File: src/rtl/rooth_dmem_arb_if.sv
// Bus bundle between the two data-RAM requesters, the arbiter and the RAM.
// slave = arbiter view; master = requesters plus RAM view.
interface rooth_dmem_arb_if #(
    parameter int ADDR_WIDTH = 12,
    parameter int DATA_WIDTH = 32
);
    logic                  m0_req;
    logic                  m0_we;
    logic [ADDR_WIDTH-1:0] m0_addr;
    logic [DATA_WIDTH-1:0] m0_wdata;
    logic [3:0]            m0_wstrb;
    logic                  m0_gnt;
    logic                  m0_rvalid;
    logic [DATA_WIDTH-1:0] m0_rdata;

    logic                  m1_req;
    logic                  m1_we;
    logic [ADDR_WIDTH-1:0] m1_addr;
    logic [DATA_WIDTH-1:0] m1_wdata;
    logic [3:0]            m1_wstrb;
    logic                  m1_lock;
    logic                  m1_gnt;
    logic                  m1_rvalid;
    logic [DATA_WIDTH-1:0] m1_rdata;

    logic                  ram_ce;
    logic                  ram_we;
    logic [ADDR_WIDTH-1:0] ram_addr;
    logic [DATA_WIDTH-1:0] ram_wdata;
    logic [3:0]            ram_wstrb;
    logic [DATA_WIDTH-1:0] ram_rdata;

    modport slave (
        input  m0_req, m0_we, m0_addr, m0_wdata, m0_wstrb,
        input  m1_req, m1_we, m1_addr, m1_wdata, m1_wstrb, m1_lock,
        input  ram_rdata,
        output m0_gnt, m0_rvalid, m0_rdata,
        output m1_gnt, m1_rvalid, m1_rdata,
        output ram_ce, ram_we, ram_addr, ram_wdata, ram_wstrb
    );

    modport master (
        output m0_req, m0_we, m0_addr, m0_wdata, m0_wstrb,
        output m1_req, m1_we, m1_addr, m1_wdata, m1_wstrb, m1_lock,
        output ram_rdata,
        input  m0_gnt, m0_rvalid, m0_rdata,
        input  m1_gnt, m1_rvalid, m1_rdata,
        input  ram_ce, ram_we, ram_addr, ram_wdata, ram_wstrb
    );
endinterface

File: src/rtl/rooth_dmem_arb.sv
// Two-port arbiter in front of the single-port data RAM, with port-1 bus lock.
// Define ROOTH_DMEM_ARB_RR_EN for round-robin conflicts; default is port 0 fixed priority.

// Per-port read-return stage: data is forced to zero unless this port owns the return.
module rooth_dmem_arb_ret #(
    parameter int DATA_WIDTH = 32
) (
    input  logic                  hit,
    input  logic [DATA_WIDTH-1:0] ram_rdata,
    output logic                  rvalid,
    output logic [DATA_WIDTH-1:0] rdata
);
    assign rvalid = hit;
    assign rdata  = hit ? ram_rdata : '0;
endmodule

module rooth_dmem_arb #(
    parameter int ADDR_WIDTH = 12,
    parameter int DATA_WIDTH = 32
) (
    input  logic            clk,
    input  logic            rst_n,
    rooth_dmem_arb_if.slave bus
);
    localparam int NUM_PORTS = 2;

    typedef struct packed {
        logic                  we;
        logic [ADDR_WIDTH-1:0] addr;
        logic [DATA_WIDTH-1:0] wdata;
        logic [3:0]            wstrb;
    } req_t;

    typedef enum logic {IDLE, LOCK} state_t;

    state_t                               state_q, state_d;
    req_t   [NUM_PORTS-1:0]               port_cmd;
    req_t                                 ram_cmd;
    logic   [NUM_PORTS-1:0]               port_req;
    logic   [NUM_PORTS-1:0]               gnt;
    logic   [NUM_PORTS-1:0]               rvalid;
    logic   [NUM_PORTS-1:0][DATA_WIDTH-1:0] rdata;
    logic                                 prefer_m1;
    logic                                 rd_pend_q;
    logic                                 rd_owner_q;
    logic                                 rd_issue;

    assign port_req    = {bus.m1_req, bus.m0_req};
    assign port_cmd[0] = {bus.m0_we, bus.m0_addr, bus.m0_wdata, bus.m0_wstrb};
    assign port_cmd[1] = {bus.m1_we, bus.m1_addr, bus.m1_wdata, bus.m1_wstrb};

`ifdef ROOTH_DMEM_ARB_RR_EN
    logic rr_ptr_q;

    // Pointer names the port preferred on the next conflict: the one not granted last.
    always_ff @(posedge clk or negedge rst_n) begin
        if (!rst_n)    rr_ptr_q <= 1'b0;
        else if (|gnt) rr_ptr_q <= gnt[0];
    end

    assign prefer_m1 = rr_ptr_q;
`else
    assign prefer_m1 = 1'b0;
`endif

    always_ff @(posedge clk or negedge rst_n) begin
        if (!rst_n) state_q <= IDLE;
        else        state_q <= state_d;
    end

    // Grants are held low while reset is asserted so nothing reaches the RAM.
    always_comb begin
        state_d = state_q;
        gnt     = '0;
        if (rst_n) begin
            unique case (state_q)
                IDLE: begin
                    if (&port_req) gnt = prefer_m1 ? 2'b10 : 2'b01;
                    else           gnt = port_req;
                    if (gnt[1] && bus.m1_lock) state_d = LOCK;
                end
                LOCK: begin
                    gnt[1] = port_req[1];
                    if (!bus.m1_lock) state_d = IDLE;
                end
                default: state_d = IDLE;
            endcase
        end
    end

    always_comb begin
        ram_cmd = '0;
        for (int p = 0; p < NUM_PORTS; p++) begin
            if (gnt[p]) ram_cmd = port_cmd[p];
        end
    end

    assign bus.ram_ce = |gnt;
    assign {bus.ram_we, bus.ram_addr, bus.ram_wdata, bus.ram_wstrb} = ram_cmd;
    assign bus.m0_gnt = gnt[0];
    assign bus.m1_gnt = gnt[1];

    // Read return is tracked independently of the lock, so an issued read always returns.
    assign rd_issue = bus.ram_ce && !ram_cmd.we;

    always_ff @(posedge clk or negedge rst_n) begin
        if (!rst_n) begin
            rd_pend_q  <= 1'b0;
            rd_owner_q <= 1'b0;
        end else begin
            rd_pend_q <= rd_issue;
            if (rd_issue) rd_owner_q <= gnt[1];
        end
    end

    for (genvar g = 0; g < NUM_PORTS; g++) begin : g_port
        rooth_dmem_arb_ret #(
            .DATA_WIDTH (DATA_WIDTH)
        ) u_ret (
            .hit       (rd_pend_q && (int'(rd_owner_q) == g)),
            .ram_rdata (bus.ram_rdata),
            .rvalid    (rvalid[g]),
            .rdata     (rdata[g])
        );
    end

    assign bus.m0_rvalid = rvalid[0];
    assign bus.m0_rdata  = rdata[0];
    assign bus.m1_rvalid = rvalid[1];
    assign bus.m1_rdata  = rdata[1];
endmodule

File: src/flat_wrapper.sv
// flat-port wrapper written by rule: the top's interface ports become plain ports
module rooth_dmem_arb_flat 
#(
    parameter int ADDR_WIDTH = 12,
    parameter int DATA_WIDTH = 32
)
  (clk, rst_n, bus_m0_req, bus_m0_we, bus_m0_addr, bus_m0_wdata, bus_m0_wstrb, bus_m1_req, bus_m1_we, bus_m1_addr, bus_m1_wdata, bus_m1_wstrb, bus_m1_lock, bus_ram_rdata, bus_m0_gnt, bus_m0_rvalid, bus_m0_rdata, bus_m1_gnt, bus_m1_rvalid, bus_m1_rdata, bus_ram_ce, bus_ram_we, bus_ram_addr, bus_ram_wdata, bus_ram_wstrb);
  rooth_dmem_arb_if #(.ADDR_WIDTH(ADDR_WIDTH), .DATA_WIDTH(DATA_WIDTH)) bus_i ();
  input  logic clk;
  input  logic rst_n;
  input wire logic [$bits(bus_i.m0_req)-1:0] bus_m0_req;
  input wire logic [$bits(bus_i.m0_we)-1:0] bus_m0_we;
  input wire logic [$bits(bus_i.m0_addr)-1:0] bus_m0_addr;
  input wire logic [$bits(bus_i.m0_wdata)-1:0] bus_m0_wdata;
  input wire logic [$bits(bus_i.m0_wstrb)-1:0] bus_m0_wstrb;
  input wire logic [$bits(bus_i.m1_req)-1:0] bus_m1_req;
  input wire logic [$bits(bus_i.m1_we)-1:0] bus_m1_we;
  input wire logic [$bits(bus_i.m1_addr)-1:0] bus_m1_addr;
  input wire logic [$bits(bus_i.m1_wdata)-1:0] bus_m1_wdata;
  input wire logic [$bits(bus_i.m1_wstrb)-1:0] bus_m1_wstrb;
  input wire logic [$bits(bus_i.m1_lock)-1:0] bus_m1_lock;
  input wire logic [$bits(bus_i.ram_rdata)-1:0] bus_ram_rdata;
  output wire logic [$bits(bus_i.m0_gnt)-1:0] bus_m0_gnt;
  output wire logic [$bits(bus_i.m0_rvalid)-1:0] bus_m0_rvalid;
  output wire logic [$bits(bus_i.m0_rdata)-1:0] bus_m0_rdata;
  output wire logic [$bits(bus_i.m1_gnt)-1:0] bus_m1_gnt;
  output wire logic [$bits(bus_i.m1_rvalid)-1:0] bus_m1_rvalid;
  output wire logic [$bits(bus_i.m1_rdata)-1:0] bus_m1_rdata;
  output wire logic [$bits(bus_i.ram_ce)-1:0] bus_ram_ce;
  output wire logic [$bits(bus_i.ram_we)-1:0] bus_ram_we;
  output wire logic [$bits(bus_i.ram_addr)-1:0] bus_ram_addr;
  output wire logic [$bits(bus_i.ram_wdata)-1:0] bus_ram_wdata;
  output wire logic [$bits(bus_i.ram_wstrb)-1:0] bus_ram_wstrb;
  assign bus_i.m0_req = bus_m0_req;
  assign bus_i.m0_we = bus_m0_we;
  assign bus_i.m0_addr = bus_m0_addr;
  assign bus_i.m0_wdata = bus_m0_wdata;
  assign bus_i.m0_wstrb = bus_m0_wstrb;
  assign bus_i.m1_req = bus_m1_req;
  assign bus_i.m1_we = bus_m1_we;
  assign bus_i.m1_addr = bus_m1_addr;
  assign bus_i.m1_wdata = bus_m1_wdata;
  assign bus_i.m1_wstrb = bus_m1_wstrb;
  assign bus_i.m1_lock = bus_m1_lock;
  assign bus_i.ram_rdata = bus_ram_rdata;
  assign bus_m0_gnt = bus_i.m0_gnt;
  assign bus_m0_rvalid = bus_i.m0_rvalid;
  assign bus_m0_rdata = bus_i.m0_rdata;
  assign bus_m1_gnt = bus_i.m1_gnt;
  assign bus_m1_rvalid = bus_i.m1_rvalid;
  assign bus_m1_rdata = bus_i.m1_rdata;
  assign bus_ram_ce = bus_i.ram_ce;
  assign bus_ram_we = bus_i.ram_we;
  assign bus_ram_addr = bus_i.ram_addr;
  assign bus_ram_wdata = bus_i.ram_wdata;
  assign bus_ram_wstrb = bus_i.ram_wstrb;
  rooth_dmem_arb #(.ADDR_WIDTH(ADDR_WIDTH), .DATA_WIDTH(DATA_WIDTH)) u_core (.clk(clk), .rst_n(rst_n), .bus(bus_i));
endmodule
File: config.mk
export PLATFORM = sky130hd
export DESIGN_NAME = rooth_dmem_arb_flat
export DESIGN_NICKNAME = d
export VERILOG_FILES = /design/src/rtl/rooth_dmem_arb_if.sv /design/src/rtl/rooth_dmem_arb.sv /design/src/flat_wrapper.sv
export SDC_FILE = /design/constraint.sdc
export NUM_CORES = 1
export LEC_CHECK = 0
export ABC_AREA = 1
export CORE_AREA = 5 5 96 98
export CTS_BUF_LIST = sky130_fd_sc_hd__clkbuf_4 sky130_fd_sc_hd__clkbuf_8 sky130_fd_sc_hd__clkbuf_16
export CTS_CLUSTER_SIZE = 24
export DETAILED_ROUTE_END_ITERATION = 8
export DIE_AREA = 0 0 101 103
export MAX_ROUTING_LAYER = met4
export PLACE_DENSITY = 0.67
export SYNTH_ARGS = -nofsm -noshare
export SYNTH_HDL_FRONTEND = slang
export SYNTH_SLANG_ARGS = --single-unit
File: constraint.sdc
create_clock -name clk -period 1.9 [get_ports clk]
set_clock_uncertainty 0.15 [all_clocks]
set_input_delay 0.38 -clock clk [delete_from_list [all_inputs] [get_ports clk]]
set_output_delay 0.38 -clock clk [all_outputs]
set_load 0.02 [all_outputs]
==> results <==
-- logic make-up after synthesis --
group | share of synthesized area
AO/OA/AOI/OAI | 0.0125
AND/OR/NAND/NOR | 0.704
buffers and inverters | 0.220
flip-flops | 0.0627
-- synth_stat cells --
master | count | share of area
nand3_2 | 1 | 0.0084
inv_1 | 39 | 0.12
nand2_1 | 151 | 0.47
nand3_1 | 2 | 0.0084
dfrtp_1 | 3 | 0.063
nand2_2 | 1 | 0.0052
buf_6 | 3 | 0.028
nor2_1 | 65 | 0.20
buf_4 | 4 | 0.025
buf_2 | 6 | 0.025
nand4_1 | 1 | 0.0052
clkinv_2 | 1 | 0.0042
clkbuf_1 | 3 | 0.0094
o211ai_1 | 1 | 0.0063
inv_2 | 2 | 0.0063
a22oi_1 | 1 | 0.0063
-- flip-flops by register name (all words and copies together), names as in the netlist --
signal,flops
u_core.rd_owner_q,1
u_core.rd_pend_q,1
u_core.state_q,1
-- metrics by stage --
stage,area [sq um],worst slack [ns]
2_1_floorplan,1200,0.0399
3_3_place_gp,3920,-0.793
3_5_place_dp,3920,-0.829
4_1_cts,4240,-0.0602
5_1_grt,4410,-0.134
6_report,4410,-0.0831
-- power by group --
group | internal [mW] | switching (mW)
logic | 0.664 | 0.628
registers | 0.0733 | 0.00462
clock network | 0.157 | 0.0440
-- worst max-delay path: stages, from the launching register on --
cell and delay [ns]:
dfrtp_1 0.36, inv_2 0.09, nand2_4 0.06, nand2_4 0.11
clkinv_8 0.06, buf_12 0.14, clkbuf_16 0.17, nand2_2 0.06
nand2_2 0.06, buf_6 0.12
-- timing repair --
action | 4_1_cts | 5_1_grt
setup endpoints to repair | 118 | 108
hold buffers | 1 | 0
pin swaps | 14 | 30
gates resized for setup | 546 | 137
buffers inserted | 5 | 3
endpoints found under the hold margin | 3 | 0
gates cloned | 5 | 2
-- per-layer routing --
| metal | GRT usage | part of all wire | routed length (microns) |
|---|---|---|---|
| met1 | 0.174 | 0.36 | 3440 |
| met2 | 0.311 | 0.54 | 5180 |
| met3 | 0.0284 | 0.085 | 806 |
| met4 | 0.0307 | 0.0099 | 94 |
| met5 | - | 0 | 0 |
-- layout make-up --
class | instances | area share
Inverter | 42 | 0.0386
Tap cell | 108 | 0.0307
Multi-Input combinational cell | 223 | 0.287
Clock buffer | 4 | 0.0111
Timing Repair Buffer | 282 | 0.615
Sequential cell | 3 | 0.0170
-- cells in the final DEF, fill, tap and decap left out, types with 2 or more instances in the layout --
cell,Yosys,routed
clkbuf_8,0,3
buf_4,4,19
inv_1,39,38
inv_2,2,3
clkdlybuf4s15_1,0,4
buf_16,0,5
buf_12,0,7
clkdlybuf4s50_1,0,131
nand2_1,151,55
buf_2,6,31
buf_6,3,48
dfrtp_1,3,3
clkbuf_16,0,2
nand3_1,2,2
nand2_4,0,33
nand2_2,1,64
nor2_1,65,64
clkbuf_2,0,32
-- how the worst min path moves through the flow --
stage	from	endpoint	slack, ns
global placement	u_core.rd_owner_q$_DFFE_PN0P_	u_core.rd_owner_q$_DFFE_PN0P_	0.40
detailed placement	u_core.rd_owner_q$_DFFE_PN0P_	u_core.rd_owner_q$_DFFE_PN0P_	0.41
global route	rst_n	u_core.state_q$_DFFE_PN0P_	0.49
finish	u_core.rd_owner_q$_DFFE_PN0P_	u_core.rd_owner_q$_DFFE_PN0P_	0.46
CTS	u_core.rd_owner_q$_DFFE_PN0P_	u_core.rd_owner_q$_DFFE_PN0P_	0.46
floorplan	rst_n	u_core.rd_owner_q$_DFFE_PN0P_	-0.07
==> metrics.txt <==
status=finished, violations left; failing checks=negative setup slack; FF-to-FF Start=u_core.state_q$_DFFE_PN0P_; via count=2681; Pre-antenna DRT Iters=4; Synth Cell Area=1200 sq um; yosys warns=0; TritonCTS clock tree=done; routability cong.=0.781; Avg Inst Size Synth=4.22 sq um; Worst Hold Depth=3; Tmin final=1.98 ns; Inst Count DP=642; Hold WC Path Type=reg -> reg; crit start category=register; Setup crit start=u_core.state_q$_DFFE_PN0P_; H-tree levels=1; Non-Filler Instances=662; # DRC=0; Post-Route Setup TNS=-2.35 ns; DRT antenna net count=0; initial DRC count=33; WS Path Type=reg -> out; first-pass GRT wire length=13100 microns; setup violators final=48; # rows=34; fill cell count=799; Fin. Hold Viols=0; slew at the pin with the worst max-slew slack=0.231 ns; drt total wl=9520 microns; Starting Density=0.143; clock sink total=3; Syn Inst Count=284; Wirelength per Cell=14.4 microns; WP data arrival=1.45 ns; total clock buffers created by CTS=3; max_cap viols=0; Crit Path Max Fanout=6; critical path capture point=bus_ram_addr[0]; fin util=0.526; setup ws final=-0.0831 ns; Root Buffer=clkbuf_8; max-slew violation count=0; ratio of cells with drive above 1 in the final layout=0.455; RSZ-0062 raised after global routing=true; Seq/Total Area, Yosys=0.0627; Lkg Pwr=2.47 nW; area grow syn2layout=268%; full die area=10400 sq um; footprint of the multi-input gates=1270 sq um; Net Count, Synth=419; #FFs+latches synth=3; mean number of vias per cell=4.05; chip height=103 microns; vias in the first global route=2677; PwrDens=357 nW/um^2; r2r endpoint=u_core.rd_owner_q$_DFFE_PN0P_; worst relative slew slack=0.847; CP required=1.37 ns; fmax=0.504 GHz; peak supply drop=0.000209 V; gr usage total=0.162; worst-case reg-to-reg path depth=10; post-DP HPWL=7210 microns; initial antenna violation count=0; sequential standard cell area=75.1 sq um; worst skew pair latency=0.22 ns; Final Net Count=690; I/O pins=253; setup slack, reg-to-reg=0.37 ns; Worst Setup End Kind=primary output; Min Hold Slack=0.458 ns; post-route total power=1.57 mW; gr ovfl total=0; Cell variety after synth=16; Final Cycle Share=1.04; largest net degree at the start of global routing=36; CTS clk-pin slew, worst paths=0.03 ns; Die X=101 microns; Max Root-Sink Buffers=2; port bufs=252; number of diodes=0; core area=8380 sq um
Note: power is estimated with default switching activity, not from simulation.
